<file path="config.mk">
export PLATFORM = sky130hd
export DESIGN_NAME = id_ex_stage
export DESIGN_NICKNAME = d
export VERILOG_FILES = /design/src/rtl/id_ex_stage.sv
export SDC_FILE = /design/constraint.sdc
export NUM_CORES = 1
export LEC_CHECK = 0
export ABC_CLOCK_PERIOD_IN_PS = 3100
export BUFFER_PORTS_ARGS = -buffer_cell sky130_fd_sc_hd__buf_4
export CORE_AREA = 2 2 125 127
export CTS_BUF_LIST = sky130_fd_sc_hd__clkbuf_8 sky130_fd_sc_hd__clkbuf_16
export CTS_CLUSTER_SIZE = 28
export DETAILED_ROUTE_END_ITERATION = 16
export DIE_AREA = 0 0 127 129
export GPL_TIMING_DRIVEN = 0
export PLACE_DENSITY = 0.75
export SLEW_MARGIN = 20
export SYNTH_ARGS = -nofsm -noshare
export SYNTH_HDL_FRONTEND = slang
export SYNTH_SLANG_ARGS = --single-unit
</file>
<file path="constraint.sdc">
create_clock -name clk -period 3.1 [get_ports clk]
set_clock_uncertainty 0.1 [all_clocks]
set_input_delay 0.465 -clock clk [delete_from_list [all_inputs] [get_ports clk]]
set_output_delay 0.465 -clock clk [all_outputs]
set_load 0.02 [all_outputs]
</file>
<file path="src/rtl/id_ex_stage.sv">
// ID/EX pipeline register with load-use hazard detection.
// Captures decoder controls, register data, the sign-extended immediate and
// register specifiers for EX. A load in EX whose destination is read by the
// instruction in ID raises stall and loads a bubble. Flush from branch
// resolution also loads a bubble and takes priority over the hazard.
module id_ex_stage #(
   parameter int DW    = 32,
   parameter int CNT_W = 16
) (
   input  logic             clk,
   input  logic             rst_n,
   input  logic             id_valid,
   input  logic             id_reg_dst,
   input  logic             id_reg_write,
   input  logic             id_alu_src,
   input  logic [1:0]       id_alu_op,
   input  logic             id_mem_read,
   input  logic             id_mem_write,
   input  logic             id_mem_to_reg,
   input  logic             id_branch,
   input  logic [DW-1:0]    id_pc4,
   input  logic [DW-1:0]    id_rs_data,
   input  logic [DW-1:0]    id_rt_data,
   input  logic [4:0]       id_rs,
   input  logic [4:0]       id_rt,
   input  logic [4:0]       id_rd,
   input  logic [15:0]      id_imm,
   input  logic             flush,
   output logic             ex_valid,
   output logic             ex_reg_write,
   output logic             ex_alu_src,
   output logic [1:0]       ex_alu_op,
   output logic             ex_mem_read,
   output logic             ex_mem_write,
   output logic             ex_mem_to_reg,
   output logic             ex_branch,
   output logic [DW-1:0]    ex_pc4,
   output logic [DW-1:0]    ex_rs_data,
   output logic [DW-1:0]    ex_rt_data,
   output logic [DW-1:0]    ex_imm_sext,
   output logic [4:0]       ex_rs,
   output logic [4:0]       ex_rt,
   output logic [4:0]       ex_write_reg,
   output logic             stall,
   output logic [CNT_W-1:0] bubble_cnt,
   output logic [CNT_W-1:0] flush_cnt
);

   localparam logic [CNT_W-1:0] CNT_ONE = {{(CNT_W-1){1'b0}}, 1'b1};

   logic hazard;
   logic rt_is_source;
   logic bubble_load;

   // Load-use detection: rt only counts as a source for R-type and stores.
   always_comb begin
      rt_is_source = id_reg_dst | id_mem_write;
      hazard = ex_valid & ex_mem_read & (ex_write_reg != 5'd0) & id_valid &
               ((ex_write_reg == id_rs) | (rt_is_source & (ex_write_reg == id_rt)));
   end

   // A squashed ID instruction never needs holding, so flush masks the stall.
   assign stall       = hazard & ~flush;
   assign bubble_load = flush | hazard;

   // Pipeline register: bubble on flush or hazard, otherwise capture ID.
   always_ff @(posedge clk or negedge rst_n) begin
      if (!rst_n) begin
         ex_valid      <= 1'b0;
         ex_reg_write  <= 1'b0;
         ex_alu_src    <= 1'b0;
         ex_alu_op     <= 2'b00;
         ex_mem_read   <= 1'b0;
         ex_mem_write  <= 1'b0;
         ex_mem_to_reg <= 1'b0;
         ex_branch     <= 1'b0;
         ex_pc4        <= '0;
         ex_rs_data    <= '0;
         ex_rt_data    <= '0;
         ex_imm_sext   <= '0;
         ex_rs         <= 5'd0;
         ex_rt         <= 5'd0;
         ex_write_reg  <= 5'd0;
      end else if (bubble_load) begin
         ex_valid      <= 1'b0;
         ex_reg_write  <= 1'b0;
         ex_alu_src    <= 1'b0;
         ex_alu_op     <= 2'b00;
         ex_mem_read   <= 1'b0;
         ex_mem_write  <= 1'b0;
         ex_mem_to_reg <= 1'b0;
         ex_branch     <= 1'b0;
         ex_pc4        <= '0;
         ex_rs_data    <= '0;
         ex_rt_data    <= '0;
         ex_imm_sext   <= '0;
         ex_rs         <= 5'd0;
         ex_rt         <= 5'd0;
         ex_write_reg  <= 5'd0;
      end else begin
         // Controls of an invalid slot are forced to 0 so they cannot act in EX.
         ex_valid      <= id_valid;
         ex_reg_write  <= id_valid & id_reg_write;
         ex_alu_src    <= id_valid & id_alu_src;
         ex_alu_op     <= id_valid ? id_alu_op : 2'b00;
         ex_mem_read   <= id_valid & id_mem_read;
         ex_mem_write  <= id_valid & id_mem_write;
         ex_mem_to_reg <= id_valid & id_mem_to_reg;
         ex_branch     <= id_valid & id_branch;
         ex_pc4        <= id_pc4;
         ex_rs_data    <= id_rs_data;
         ex_rt_data    <= id_rt_data;
         ex_imm_sext   <= {{(DW-16){id_imm[15]}}, id_imm};
         ex_rs         <= id_rs;
         ex_rt         <= id_rt;
         ex_write_reg  <= (id_valid & id_reg_dst) ? id_rd : id_rt;
      end
   end

   // Saturating debug counters; flush has priority so one edge bumps at most one.
   always_ff @(posedge clk or negedge rst_n) begin
      if (!rst_n) begin
         bubble_cnt <= '0;
         flush_cnt  <= '0;
      end else if (flush) begin
         if (flush_cnt != '1) flush_cnt <= flush_cnt + CNT_ONE;
      end else if (hazard) begin
         if (bubble_cnt != '1) bubble_cnt <= bubble_cnt + CNT_ONE;
      end
   end

endmodule

</file>
Word-level counts from Yosys, hierarchy flattened:

Cells that the tools add are included.
Widths: inputs -> output; s select.

* register bits: 184
* latch bits: 0
* memory bits (writable): 0
* memory bits (read-only): 0
* bits of input ports: 140
* output and inout port bits: 185
* memories kept: 0

* $add $sub $neg: 2
* multipliers: 0
* div/mod/pow operators: 0
* order comparisons: 0
* eq/ne operators: 4
* shift-type cells: 0
* multiplexer cells: 17
* bitwise operators: 17
* reduce and logical (&&, ||, !) cells: 3

Operators by type and width (number)
* $mux 32: 4
* $add 16x1->16 const B: 2
* $ne 16x16->1 const B: 2
* $mux 5: 4
* $and 1x1->1: 13
* $eq 5x5->1: 2
* $mux 1: 7
* $reduce_bool 5->1: 1
* $mux 2: 2
* $or 1x1->1: 3
* $reduce_and 3->1: 1
* $reduce_and 2->1: 1
* $not 1->1: 1

Logic depth before layout (Yosys ltp):

* word-level depth: 6
* gate-level depth with buffers: 7
* mapped depth without buffers: 6

Least setup slack after synthesis:

No wires, ideal clock.

* path kind: register to register
* start point: register ex_write_reg[1]
* end point: register bubble_cnt[1]
* arrival time: 1.926 ns
* required time: 2.872 ns
* slack: 0.946 ns
* stages on the path, launching flop included: 6
* buffers on the path: 0
* cells stage by stage: dfrtp_1 or4_1 o21ai_1 a211oi_1 nand2_1 mux2_1

* longest elaborated chain between the ends: 5
* elaborated cells on any way between the ends: 9
* classes of those cells: eq/ne (2); bitwise (5); reduce/logical (2)

RTL lines
* from (decl): line 43 `output logic [4:0] ex_write_reg,`
* from (signal assigned): line 116 `ex_write_reg <= (id_valid & id_reg_dst) ? id_rd : id_rt;`
* $eq 5x5->1 / $reduce_bool 5->1 (equally long branches): line 59, 58
* $and 1x1->1 (on tied branches): line 59, 58
* $or 1x1->1 / $and 1x1->1 (equally long branches): line 59, 58
* $and 1x1->1 (*): line 58 `hazard = ex_valid & ex_mem_read & (ex_write_reg != 5'd0) & id_valid &`
* $reduce_and 3->1 (no line) (*)
* to (signal assigned): line 128 `if (bubble_cnt != '1) bubble_cnt <= bubble_cnt + CNT_ONE;`
* to (decl): line 45 `output logic [CNT_W-1:0] bubble_cnt,`

Every way passes the cells marked *; elsewhere a longest branch is shown, timed or not.
A chain may end at the register's enable or synchronous reset.

Final worst setup path:

* start point: register ex_write_reg[1]
* end point: output stall

* longest elaborated chain between the ends: 5
* elaborated cells on any way between the ends: 9
* classes of those cells: eq/ne (2); bitwise (6); reduce/logical (1)

RTL lines
* $eq 5x5->1 / $reduce_bool 5->1 (equally long branches): line 59, 58
* $and 1x1->1 (on tied branches): line 59, 58
* $or 1x1->1 / $and 1x1->1 (equally long branches): line 59, 58
* $and 1x1->1 (*): line 58
* $and 1x1->1 (*): line 63 `assign stall = hazard & ~flush;`
* to (decl): line 44 `output logic stall,`

Marks and branches as above.

==> impl_results.md <==
- Critical path endpoint category: output port
- Skew-Pair Late Insertion Delay: 0.41 ns
- Max stage delay cell, worst path: sky130_fd_sc_hd__or4_1
- RSZ-0062 raised after global routing: false
- Via count of the first global-routing pass: 5181
- Remaining global-route overflow: 0
- Worst endpoint data arrival time: 2.15 ns
- DR DRC count: 0
- Die Outline Area: 0.01638 mm^2
- Leading cell type by number of instances after synthesis: sky130_fd_sc_hd__dfrtp_1
- Category of cells accounting for the largest share of critical-path delay: simple AND/OR/NAND/NOR gates
- Final setup violation count: 0
- Post-Syn Area per Cell: 13.04 um^2
- Bufs on Longest Clock Path: 2
- Status: finished, final reports clean
- Leakage Power: 4.988 nW
- Critical Path Source Type: flop
- Class of the tightest hold or removal check: input pin to flop
- Total placed instance area: 0.008974 mm^2
- Number of logic stages on the critical path including buffering: 5
- Crit path to: stall
- Crit-path max cell delay: 0.59 ns
- Global placement routability congestion: 0.8247
- Area taken by flip-flops and latches: 0.004204 mm^2
- Largest net degree at the start of global routing: 105
- Buf+Inv Stages, Crit Path: 1
- Area leader, netlist: sky130_fd_sc_hd__dfrtp_1
- Max Transition Viols Final: 0
- Cts hold-fix bufs: 1
- Final Cycle Share: 87.51%
- Via count: 4912
- Design Area, Final: 0.009537 mm^2
- R2R setup slack: 0.67 ns
- Worst setup path startpoint: ex_write_reg[1]
- First-pass GRT wire length: 27140 um
- Biggest regs: ex_pc4 (32), ex_rs_data (32), ex_rt_data (32)
- Area of the placeable core: 0.01498 mm^2
- Root buf cell: sky130_fd_sc_hd__clkbuf_16
- Final TNS setup: 0 ns
- Drt via density: 4.783
- Number of buffers inserted by port buffering: 324
- Resize count post-CTS: 0
- Total clock buffers created by CTS: 17
- Filler cells: 1178
- Top post-synthesis cells by area: sky130_fd_sc_hd__dfrtp_1, sky130_fd_sc_hd__and2_1, sky130_fd_sc_hd__xnor2_1, sky130_fd_sc_hd__xor2_1, sky130_fd_sc_hd__buf_4
- Synthesized area: 0.006271 mm^2
- Area of combinational cells with multiple inputs: 0.001799 mm^2
- Count of flip-flops with a built-in enable after synthesis: 0
- Total nets after synthesis: 623
- Cell breakdown of the critical path: or4_1, o21a_1, nand2b_1, nor2_1, buf_4
- Number of warnings printed during yosys synthesis: 0
- Final hold vios: 0
- Cell count after synthesis: 481
- Slew @ Worst Pin: 0.6728 ns
- Growth of design area from synthesis to finish: 52.08%
- Main flop type after synthesis: sky130_fd_sc_hd__dfrtp_1
- Share of synthesized flip-flops with an asynchronous set or reset: 100.0%
- Die W: 127 um
- Most instantiated cells after synthesis: sky130_fd_sc_hd__dfrtp_1, sky130_fd_sc_hd__and2_1, sky130_fd_sc_hd__xnor2_1
- Number of antenna violations at the first check in global routing: 1
- Die Height: 129 um
- Share of synthesized area occupied by flip-flops and latches: 67.04%
- Total wire length: 17870 um
- Ratio of cells with drive above 1 in the final layout: 46.06%
- Antenna-violating nets left: 0
- Effective utilization at floorplan: 41.87%
- Critical path class: flop to output port
- Combined global-route utilization of all metal layers: 22.00%
- Min cycle time layout: 2.713 ns
- CP Data Required Time: 2.53 ns
- Post-layout nets: 968
- R2R cell count: 5
- Ports: 325
- Launch point of the worst reg-to-reg path: ex_write_reg[1]
- Max-cap violations: 0
- CTS clock-pin slew for the worst setup and hold paths: 0.06 ns
- Iteration-0 DRC count of the detailed router: 205
- Proportion of netlist area held by the largest area contributor: 67.04%
- HPWL after DPL: 13870 um
- Endpoint of the worst-slack reg-to-reg timing path: bubble_cnt[1]
- H-tree lvl count: 4
- Power density cells: 551.7 mW/mm^2
- Site Rows: 45
- Number of sinks handled by clock tree synthesis: 168
- Worst-case vdd ir drop: 0.0004314 V
- Count of state elements after synthesis: 168
- Worst slew margin relative to its limit: 55.15%
- CTS tree: built
- Wire length per cell after detailed routing: 17.40 um
- Maximum clock frequency: 368.6 MHz
- Pre-Repair DR Iteration Count: 5
- Maximum net fanout on the critical path: 4
- Yosys cell types: 44
- Number of buffers added for setup after CTS: 0
[where the power goes]
part | switching, W | leakage, nW | internal (W) | total [W]
Combinational | 0.000438 | 2.53 | 0.000423 | 0.000861
Sequential | 0.0000918 | 2.19 | 0.00232 | 0.00242
Clock | 0.000876 | 0.265 | 0.00111 | 0.00198
[worst min-delay path by stage]
stage                          end  depth (start not counted)            from
floorplan            bubble_cnt[0]                          0           rst_n
global placement     bubble_cnt[5]                          1   bubble_cnt[5]
detailed placement   bubble_cnt[8]                          1           rst_n
CTS                 ex_rt_data[23]                          2  id_rt_data[23]
global route        ex_rs_data[13]                          2  id_rs_data[13]
finish                  ex_pc4[16]                          2      id_pc4[16]
[per-stage QoR]
step,hold slack (ns),power (W),util (%),cells,setup WS [ns]
CTS,0.1278,0.005335,63.66,1026,0.3844
global route,0.1313,0.005486,63.66,1026,0.2298
finish,0.1522,0.005262,63.68,1027,0.3872
global placement,0.3876,0.003296,59.68,993,0.6192
detailed placement,0.3465,0.003327,59.92,994,0.7362
floorplan,0.06941,0.002827,-,481,0.9464
[layout make-up]
type	instances	share of cell area, %
Multi-Input combinational cell	278	18.87
Clock buffer	17	4.461
Timing Repair Buffer	326	25.98
Clock inverter	14	1.312
Sequential cell	168	44.08
Inverter	2	0.07872
Antenna cell	1	0.02624
Tap cell	188	2.467
Buffer	33	2.729
[cell usage in the layout (no fill, tap or decap), types with 5 or more instances in the layout]
master / count
sky130_fd_sc_hd__nor3_1: 8
sky130_fd_sc_hd__buf_4: 339
sky130_fd_sc_hd__nor4_1: 9
sky130_fd_sc_hd__a21oi_1: 6
sky130_fd_sc_hd__and3_1: 13
sky130_fd_sc_hd__nand3_1: 19
sky130_fd_sc_hd__nand4_1: 5
sky130_fd_sc_hd__xor2_1: 15
sky130_fd_sc_hd__xnor2_1: 22
sky130_fd_sc_hd__nor2_1: 5
sky130_fd_sc_hd__and2_1: 123
sky130_fd_sc_hd__dfrtp_1: 168
sky130_fd_sc_hd__clkbuf_1: 6
sky130_fd_sc_hd__clkbuf_16: 17
sky130_fd_sc_hd__buf_6: 10
sky130_fd_sc_hd__nand2_1: 19
[kinds of logic (layout without fill, tap and decap cells)]
| family | Yosys count | after routing | share of synthesized area (%) |
|---|---|---|---|
| other | 0 | 1 | 0 |
| xor gates and xnor gates | 37 | 37 | 5.168 |
| AOI/OAI and AO/OA | 21 | 21 | 2.275 |
| and+or+nand+nor | 214 | 214 | 20.15 |
| DFF | 168 | 168 | 67.04 |
| buffers and inverters | 35 | 392 | 4.270 |
| adders and majority gates | 2 | 2 | 0.3990 |
| muxes | 4 | 4 | 0.6983 |
[per-layer routing]
metal | share of wire (%) | track usage, % | vias up
met2 | 53 | 39.25 | 266
met5 | 0 | 0 | -
met1 | 33 | 22.75 | 2376
li1 | - | - | 2242
met4 | 2.3 | 8.339 | 0
met3 | 12 | 10.06 | 28
(Power assumes the default switching activity.)
